**config.mk**
```make
export PLATFORM = sky130hd
export DESIGN_NAME = fairy_decode_stage_flat
export DESIGN_NICKNAME = d
export VERILOG_FILES = /design/src/rtl/fairy_pkg.sv /design/src/rtl/fairy_decode_stage_if.sv /design/src/rtl/fairy_branch_unit.sv /design/src/rtl/fairy_decode_stage.sv /design/src/flat_wrapper.sv
export SDC_FILE = /design/constraint.sdc
export NUM_CORES = 1
export LEC_CHECK = 0
export ABC_AREA = 1
export CELL_PAD_IN_SITES_DETAIL_PLACEMENT = 0
export CELL_PAD_IN_SITES_GLOBAL_PLACEMENT = 2
export CORE_UTILIZATION = 22
export CTS_CLUSTER_SIZE = 25
export DETAILED_ROUTE_END_ITERATION = 7
export GPL_ROUTABILITY_DRIVEN = 0
export GPL_TIMING_DRIVEN = 0
export PLACE_DENSITY_LB_ADDON = 0.1
export SETUP_SLACK_MARGIN = 0.15
export SLEW_MARGIN = 0
export SYNTH_ARGS = -nofsm -noshare
export SYNTH_HDL_FRONTEND = slang
export SYNTH_SLANG_ARGS = --single-unit
```
**constraint.sdc**
```tcl
create_clock -name clk -period 3.19 [get_ports clk]
set_input_delay 0.4785 -clock clk [delete_from_list [all_inputs] [get_ports clk]]
set_output_delay 0.4785 -clock clk [all_outputs]
set_load 0.03 [all_outputs]
```
**src/rtl/fairy_pkg.sv**
```systemverilog
// Shared MIPS-style opcode/funct constants, decode-stage FSM encoding and
// register-usage helpers. STALL exists only with FAIRY_LOAD_USE_STALL_EN.
package fairy_pkg;

  localparam logic [5:0] OP_SPECIAL = 6'h00;
  localparam logic [5:0] OP_REGIMM  = 6'h01;
  localparam logic [5:0] OP_J       = 6'h02;
  localparam logic [5:0] OP_JAL     = 6'h03;
  localparam logic [5:0] OP_BEQ     = 6'h04;
  localparam logic [5:0] OP_BNE     = 6'h05;
  localparam logic [5:0] OP_BLEZ    = 6'h06;
  localparam logic [5:0] OP_BGTZ    = 6'h07;
  localparam logic [5:0] OP_LUI     = 6'h0f;
  localparam logic [5:0] OP_SB      = 6'h28;
  localparam logic [5:0] OP_SH      = 6'h29;
  localparam logic [5:0] OP_SW      = 6'h2b;

  localparam logic [5:0] FN_SLL  = 6'h00;
  localparam logic [5:0] FN_SRL  = 6'h02;
  localparam logic [5:0] FN_SRA  = 6'h03;
  localparam logic [5:0] FN_JR   = 6'h08;
  localparam logic [5:0] FN_JALR = 6'h09;

  localparam logic [4:0] RT_BLTZ = 5'd0;
  localparam logic [4:0] RT_BGEZ = 5'd1;

  typedef enum logic [1:0] {
    RUN   = 2'd0,
    FLUSH = 2'd1
`ifdef FAIRY_LOAD_USE_STALL_EN
    ,
    STALL = 2'd2
`endif
  } state_e;

  // Shift-immediates take their operand from rt only; jumps and LUI read no rs.
  function automatic logic reads_rs(input logic [31:0] inst);
    case (inst[31:26])
      OP_SPECIAL:           return !(inst[5:0] inside {FN_SLL, FN_SRL, FN_SRA});
      OP_J, OP_JAL, OP_LUI: return 1'b0;
      default:              return 1'b1;
    endcase
  endfunction

  function automatic logic reads_rt(input logic [31:0] inst);
    case (inst[31:26])
      OP_SPECIAL:                         return !(inst[5:0] inside {FN_JR, FN_JALR});
      OP_BEQ, OP_BNE, OP_SB, OP_SH, OP_SW: return 1'b1;
      default:                            return 1'b0;
    endcase
  endfunction

endpackage

```
**src/rtl/fairy_decode_stage_if.sv**
```systemverilog
// Fetch/regfile/execute-facing signals of the decode stage; master drives the
// stage inputs, slave is the decode stage itself.
interface fairy_decode_stage_if;
  logic [31:0] inst_i;
  logic [31:0] pc_i;
  logic        exception_i;
  logic [31:0] rs_data_i;
  logic [31:0] rt_data_i;
  logic        ex_load_i;
  logic [4:0]  ex_dest_i;
  logic [4:0]  rs_addr_o;
  logic [4:0]  rt_addr_o;
  logic        branch_valid_o;
  logic [31:0] branch_target_o;
  logic        stall_o;
  logic [31:0] inst_o;
  logic [31:0] pc_o;

  modport master (
    output inst_i, pc_i, exception_i, rs_data_i, rt_data_i, ex_load_i, ex_dest_i,
    input  rs_addr_o, rt_addr_o, branch_valid_o, branch_target_o, stall_o, inst_o, pc_o
  );

  modport slave (
    input  inst_i, pc_i, exception_i, rs_data_i, rt_data_i, ex_load_i, ex_dest_i,
    output rs_addr_o, rt_addr_o, branch_valid_o, branch_target_o, stall_o, inst_o, pc_o
  );
endinterface

```
**src/rtl/fairy_branch_unit.sv**
```systemverilog
// Combinational branch/jump decode: classification, signed condition
// evaluation and target generation for the instruction at pc_i.
module fairy_branch_unit
  import fairy_pkg::*;
(
  input  logic [31:0] inst_i,
  input  logic [31:0] pc_i,
  input  logic [31:0] rs_data_i,
  input  logic [31:0] rt_data_i,
  output logic        taken_o,
  output logic        is_branch_o,
  output logic [31:0] target_o
);

  logic [31:0]        pc_plus4;
  logic [31:0]        imm_sext;
  logic [31:0]        br_target;
  logic [31:0]        j_target;
  logic signed [31:0] rs_s;

  assign pc_plus4  = pc_i + 32'd4;
  assign imm_sext  = {{16{inst_i[15]}}, inst_i[15:0]};
  assign br_target = pc_plus4 + (imm_sext << 2);
  assign j_target  = {pc_plus4[31:28], inst_i[25:0], 2'b00};
  assign rs_s      = $signed(rs_data_i);

  always_comb begin
    // NOTE: every output gets a default before the case, so no path leaves
    // a variable unassigned and no latch is inferred.
    taken_o     = 1'b0;
    is_branch_o = 1'b0;
    target_o    = br_target;
    case (inst_i[31:26])
      OP_BEQ: begin
        is_branch_o = 1'b1;
        taken_o     = (rs_data_i == rt_data_i);
      end
      OP_BNE: begin
        is_branch_o = 1'b1;
        taken_o     = (rs_data_i != rt_data_i);
      end
      OP_BLEZ: begin
        is_branch_o = 1'b1;
        taken_o     = (rs_s <= 0);
      end
      OP_BGTZ: begin
        is_branch_o = 1'b1;
        taken_o     = (rs_s > 0);
      end
      OP_REGIMM: begin
        if (inst_i[20:16] == RT_BLTZ) begin
          is_branch_o = 1'b1;
          taken_o     = (rs_s < 0);
        end else if (inst_i[20:16] == RT_BGEZ) begin
          is_branch_o = 1'b1;
          taken_o     = (rs_s >= 0);
        end
      end
      OP_J, OP_JAL: begin
        is_branch_o = 1'b1;
        taken_o     = 1'b1;
        target_o    = j_target;
      end
      OP_SPECIAL: begin
        if (inst_i[5:0] == FN_JR || inst_i[5:0] == FN_JALR) begin
          is_branch_o = 1'b1;
          taken_o     = 1'b1;
          target_o    = rs_data_i;
        end
      end
      default: ;
    endcase
  end

endmodule

```
**src/rtl/fairy_decode_stage.sv**
```systemverilog
// Decode stage: RUN/STALL/FLUSH control, delay-slot tracking and the pipeline
// register to execute. Load-use stalling exists only with FAIRY_LOAD_USE_STALL_EN.
module fairy_decode_stage
  import fairy_pkg::*;
(
  input logic           clk,
  input logic           reset_n,
  fairy_decode_stage_if.slave dec
);

  state_e      state_q, state_d;
  logic [31:0] pc_q;
  logic [31:0] inst_q, inst_d;
  logic [31:0] pc_out_q, pc_out_d;
  logic        ds_q, ds_d;

  logic [31:0] cur_inst;
  logic [31:0] cur_pc;
  logic        hazard;
  logic        pc_load;
  logic        issue;
  logic        br_taken;
  logic        br_is_branch;
  logic [31:0] br_target;
  logic        branch_valid;

`ifdef FAIRY_LOAD_USE_STALL_EN
  logic [31:0] replay_inst_q, replay_inst_d;
  logic [31:0] replay_pc_q, replay_pc_d;
  logic        in_stall;

  // While stalled the held instruction comes from the replay register and
  // the incoming fetch word is ignored.
  assign in_stall = (state_q == STALL);
  assign cur_inst = (state_q == FLUSH) ? '0 : (in_stall ? replay_inst_q : dec.inst_i);
  assign cur_pc   = in_stall ? replay_pc_q : pc_q;
  assign pc_load  = !in_stall;
  assign hazard   = (cur_inst != '0) && dec.ex_load_i && (dec.ex_dest_i != 5'd0) &&
                    ((reads_rs(cur_inst) && dec.ex_dest_i == cur_inst[25:21]) ||
                     (reads_rt(cur_inst) && dec.ex_dest_i == cur_inst[20:16]));

  always_comb begin
    replay_inst_d = replay_inst_q;
    replay_pc_d   = replay_pc_q;
    if (dec.exception_i) begin
      replay_inst_d = '0;
      replay_pc_d   = '0;
    end else if (state_q == RUN && hazard) begin
      replay_inst_d = cur_inst;
      replay_pc_d   = cur_pc;
    end
  end

  always_ff @(posedge clk or negedge reset_n) begin
    if (!reset_n) begin
      replay_inst_q <= '0;
      replay_pc_q   <= '0;
    end else begin
      replay_inst_q <= replay_inst_d;
      replay_pc_q   <= replay_pc_d;
    end
  end
`else
  logic unused_load_inputs;

  assign unused_load_inputs = ^{dec.ex_load_i, dec.ex_dest_i};
  assign cur_inst = (state_q == FLUSH) ? '0 : dec.inst_i;
  assign cur_pc   = pc_q;
  assign pc_load  = 1'b1;
  assign hazard   = 1'b0;
`endif

  fairy_branch_unit u_branch (
    .inst_i      (cur_inst),
    .pc_i        (cur_pc),
    .rs_data_i   (dec.rs_data_i),
    .rt_data_i   (dec.rt_data_i),
    .taken_o     (br_taken),
    .is_branch_o (br_is_branch),
    .target_o    (br_target)
  );

  assign issue        = !dec.exception_i && !hazard && (state_q != FLUSH);
  assign branch_valid = issue && (state_q == RUN) && br_is_branch && br_taken && !ds_q;

  always_comb begin
    state_d = state_q;
    if (dec.exception_i) begin
      state_d = FLUSH;
    end else begin
      case (state_q)
`ifdef FAIRY_LOAD_USE_STALL_EN
        RUN:     if (hazard) state_d = STALL;
        STALL:   if (!hazard) state_d = RUN;
`else
        RUN:     state_d = RUN;
`endif
        FLUSH:   state_d = RUN;
        default: state_d = RUN;
      endcase
    end
  end

  // A branch sitting in a delay slot is squashed to a bubble.
  always_comb begin
    inst_d   = (issue && !(ds_q && br_is_branch)) ? cur_inst : '0;
    pc_out_d = (inst_d != '0) ? cur_pc : '0;
    ds_d     = ds_q;
    if (dec.exception_i) begin
      ds_d = 1'b0;
    end else if (issue && ds_q && cur_inst != '0) begin
      ds_d = 1'b0;
    end else if (issue && br_is_branch) begin
      ds_d = 1'b1;
    end
  end

  always_ff @(posedge clk or negedge reset_n) begin
    // NOTE: state registers use non-blocking assignments so every flop samples
    // pre-edge values regardless of statement order.
    if (!reset_n) begin
      state_q  <= RUN;
      pc_q     <= '0;
      inst_q   <= '0;
      pc_out_q <= '0;
      ds_q     <= 1'b0;
    end else begin
      state_q  <= state_d;
      if (pc_load) pc_q <= dec.pc_i;
      inst_q   <= inst_d;
      pc_out_q <= pc_out_d;
      ds_q     <= ds_d;
    end
  end

  assign dec.rs_addr_o       = reset_n ? cur_inst[25:21] : 5'd0;
  assign dec.rt_addr_o       = reset_n ? cur_inst[20:16] : 5'd0;
  assign dec.stall_o         = reset_n && hazard && !dec.exception_i;
  assign dec.branch_valid_o  = reset_n && branch_valid;
  assign dec.branch_target_o = (reset_n && branch_valid) ? br_target : '0;
  assign dec.inst_o          = inst_q;
  assign dec.pc_o            = pc_out_q;

endmodule

```
**src/flat_wrapper.sv**
```systemverilog
// flat-port wrapper written by rule: the top's interface ports become plain ports
module fairy_decode_stage_flat import fairy_pkg::*;
  (clk, reset_n, dec_inst_i, dec_pc_i, dec_exception_i, dec_rs_data_i, dec_rt_data_i, dec_ex_load_i, dec_ex_dest_i, dec_rs_addr_o, dec_rt_addr_o, dec_branch_valid_o, dec_branch_target_o, dec_stall_o, dec_inst_o, dec_pc_o);
  fairy_decode_stage_if dec_i ();
  input logic clk;
  input logic reset_n;
  input wire logic [$bits(dec_i.inst_i)-1:0] dec_inst_i;
  input wire logic [$bits(dec_i.pc_i)-1:0] dec_pc_i;
  input wire logic [$bits(dec_i.exception_i)-1:0] dec_exception_i;
  input wire logic [$bits(dec_i.rs_data_i)-1:0] dec_rs_data_i;
  input wire logic [$bits(dec_i.rt_data_i)-1:0] dec_rt_data_i;
  input wire logic [$bits(dec_i.ex_load_i)-1:0] dec_ex_load_i;
  input wire logic [$bits(dec_i.ex_dest_i)-1:0] dec_ex_dest_i;
  output wire logic [$bits(dec_i.rs_addr_o)-1:0] dec_rs_addr_o;
  output wire logic [$bits(dec_i.rt_addr_o)-1:0] dec_rt_addr_o;
  output wire logic [$bits(dec_i.branch_valid_o)-1:0] dec_branch_valid_o;
  output wire logic [$bits(dec_i.branch_target_o)-1:0] dec_branch_target_o;
  output wire logic [$bits(dec_i.stall_o)-1:0] dec_stall_o;
  output wire logic [$bits(dec_i.inst_o)-1:0] dec_inst_o;
  output wire logic [$bits(dec_i.pc_o)-1:0] dec_pc_o;
  assign dec_i.inst_i = dec_inst_i;
  assign dec_i.pc_i = dec_pc_i;
  assign dec_i.exception_i = dec_exception_i;
  assign dec_i.rs_data_i = dec_rs_data_i;
  assign dec_i.rt_data_i = dec_rt_data_i;
  assign dec_i.ex_load_i = dec_ex_load_i;
  assign dec_i.ex_dest_i = dec_ex_dest_i;
  assign dec_rs_addr_o = dec_i.rs_addr_o;
  assign dec_rt_addr_o = dec_i.rt_addr_o;
  assign dec_branch_valid_o = dec_i.branch_valid_o;
  assign dec_branch_target_o = dec_i.branch_target_o;
  assign dec_stall_o = dec_i.stall_o;
  assign dec_inst_o = dec_i.inst_o;
  assign dec_pc_o = dec_i.pc_o;
  fairy_decode_stage u_core (.clk(clk), .reset_n(reset_n), .dec(dec_i));
endmodule
```
==> results.toml <==
[sta]
holdWs_ns = 0.0938
worst_slack_ns = -0.842
hold_viol = 0
rsz0062_at_grt = "yes"
period_share = 1.26
fin_setup_tns_ns = -15.33
fmax_mhz = 248
fin_crit_ns = 4.03
setup_violations = 28
drv_slew = 0
maxSlewHeadroom = 0.545
skew_ns = 0.0139
tightest_slew_ns = 0.676

[critical_path]
path_class = "reg2out"
r2r_cells = 19
cp-start-kind = "flip-flop"
worst_setup_path_end_kind = "output pin"
arrival_ns = 3.55
rr_endpoint = "u_core.dec.pc_o[27]"
crit_fanout = 5
timing.rr.start = "u_core.state_q[0]"
worstPathRequired_ns = 2.71
ff2ff_setup_slack_ns = 0.36

[final_layout]
fin_nets = 1616
fin_area_um2 = 13400
fin_util = 0.398
synthToLayoutAreaGrowth_pct = 77.5
layout-drive-gt1-share = 0.384
final.fill_count = 3555

[clock_tree]
root_buffer = "clkbuf_16"
ctsHtreeMaxLevel = 3
clk_pin_slew_ns = 0.08
clockBufferDepth = 2
cts.sinks = 98
clock_latency_ns = 0.38
cts_tree = "yes"
cts_made_buffers = 9

[pwr]
p_leak_nw = 5.96
vdd_ir_drop_max_mv = 0.268
cellPowerDensity_nw_per_um2 = 302
total_power_mw = 4.06

[floorplan]
dieArea_um2 = 35100
rows = 67
die_height_um = 187
num_io_pins = 245
start_util = 0.224
core_area_um2 = 33700
die_w_um = 187

[detailed_routing]
wl_met1_um = 16200
dr.first_iter.drc_count = 358
dr_total_vias = 8338
viasPerCell = 4.39
dr.max_layer_used = "met5"
route.detailed.drc = 0
totalWireLength_um = 33600
wl_met3_um = 1310
wire_per_inst_um = 17.7
wl_met2_um = 15700
antenna_left = 0
first_pass_iters = 5

[yosys]
synth_area_per_cell_um2 = 6.86
synthTopCellsByArea = "dfrtp_1 (32%), nand2_1 (9.4%), inv_1 (8.2%)"
synthArstFlopShare = 1.00
synth_top_area_share = 0.325
syn_area_um2 = 7560
syn_nets = 1272
ys_ff_latch = 98
ys_types = 47
yosys.area.top_type = "dfrtp_1"
yosysSeqAreaShare = 0.325
synth-edff-count = 0
yosys_warnings = 0
synth_most_common_cell = "nand2_1"
syn_inst = 1102
ys.flop_type = "dfrtp_1"
netlist_top_cells_count = "nand2_1 (190), inv_1 (165), nor2_1 (148), dfrtp_1 (98), a21oi_1 (69)"

[grt]
grt_usage = 0.192
grt_max_degree = 59
first_global_vias = 8500
grt_pass1_wl_um = 50300
antenna_found_initial = 2
gr-total-overflow = 0

[placed_design]
place_area_um2 = 10800
portBuffers = 237
hpwl_um = 27300

[status]
violations = "setup timing"
status = "complete, but fails checks"

[min_path]
min_path_type = "in2async"

[run]
cap_violations = 0
==> per-layer routing <==
layer | GRT usage | vias up
li1 | - | 4201
met1 | 0.262 | 3926
met2 | 0.312 | 188
met3 | 0.0371 | 21
met4 | 0.0416 | 2
met5 | 0 | -
==> worst max-delay path by stage <==
stage          slack [ns]                       to             start
2_1_floorplan       -0.15  dec_branch_target_o[31]  u_core.cur_pc[2]
3_3_place_gp        -4.51  dec_branch_target_o[15]           reset_n
3_5_place_dp        -1.70  dec_branch_target_o[30]    dec_inst_i[15]
4_1_cts             -0.87  dec_branch_target_o[28]  u_core.cur_pc[2]
5_1_grt             -1.09  dec_branch_target_o[29]  u_core.cur_pc[3]
6_report            -0.84  dec_branch_target_o[28]  u_core.cur_pc[2]
==> stage by stage <==
| step | std cells | setup slack [ns] |
|---|---|---|
| floorplan | 1102 | -0.151 |
| CTS | 1865 | -0.866 |
| global placement | 1787 | -4.51 |
| detailed placement | 1788 | -1.70 |
| finish | 1900 | -0.842 |
| global route | 1900 | -1.09 |
==> final cells by class <==
| class | instances | area (um^2) | area share |
|---|---|---|---|
| inverters | 199 | 772 | 0.0576 |
| diodes | 1 | 2.50 | 0.000187 |
| well taps | 448 | 561 | 0.0418 |
| plain buffers | 23 | 195 | 0.0146 |
| flip-flops and latches | 98 | 2460 | 0.184 |
| repair buffers | 333 | 3240 | 0.242 |
| clock inverters | 6 | 72.6 | 0.00541 |
| multi-input cells | 782 | 5880 | 0.438 |
| clock buffers | 10 | 229 | 0.0171 |
==> registers in the layout, indices dropped and copies added, names as in the netlist <==
| name | count |
|---|---|
| u_core.dec.pc_o | 32 |
| u_core.cur_pc | 32 |
| u_core.ds_q | 1 |
| u_core.state_q | 1 |
| u_core.dec.inst_o | 32 |
==> critical path, stage by stage (launching register included) <==
cell and delay, ns:
dfrtp_2 0.45, buf_6 0.13, ha_4 0.11, nand4_1 0.08, buf_6 0.15, nor2_4 0.12
nand2_2 0.10, nor3_2 0.19, xnor2_1 0.14, inv_1 0.09, ha_4 0.30, nand2_2 0.10
nor4_4 0.35, nand3_2 0.15, nand2_1 0.10, nand2_2 0.09, nand2_1 0.08, nand2_1 0.05
nand4_1 0.13, inv_2 0.05, nor2_4 0.07, buf_6 0.13
==> power by group <==
part / switching [mW] / internal, mW / total (mW)
clock: 0.557 / 0.619 / 1.18
sequential: 0.0430 / 1.31 / 1.35
combinational: 0.865 / 0.662 / 1.53
==> cell usage in the layout, fill, tap and decap left out, types with 23 or more instances in the layout <==
| cell type | count |
|---|---|
| dfrtp_1 | 90 |
| inv_1 | 135 |
| nand2_2 | 68 |
| nor2_1 | 89 |
| buf_4 | 77 |
| nor2_4 | 43 |
| a21oi_2 | 34 |
| inv_2 | 58 |
| clkdlybuf4s50_1 | 175 |
| nand3_1 | 37 |
| dlygate4sd2_1 | 23 |
| buf_6 | 51 |
| xnor2_1 | 23 |
| nor2_2 | 23 |
| nand2_1 | 146 |
| nand3_2 | 28 |
==> timing repair <==
item                                    CTS  global route
hold buffers                              0             0
pin swaps                                76            99
gates cloned                              0             0
gates resized for setup                 491           166
buffers inserted                         61            34
endpoints found under the setup margin   39            33
==> cells by family (layout without fill, tap and decap cells) <==
family	Yosys count	count (layout)	synth area share
flops	98	98	0.325
compound gates	160	160	0.120
fa+ha+maj	33	33	0.0556
other cells	1	2	0.000496
xor+xnor	47	47	0.0545
simple gates	541	541	0.327
buf+inv	222	571	0.118
No activity file was read; power rests on OpenSTA's default activity.
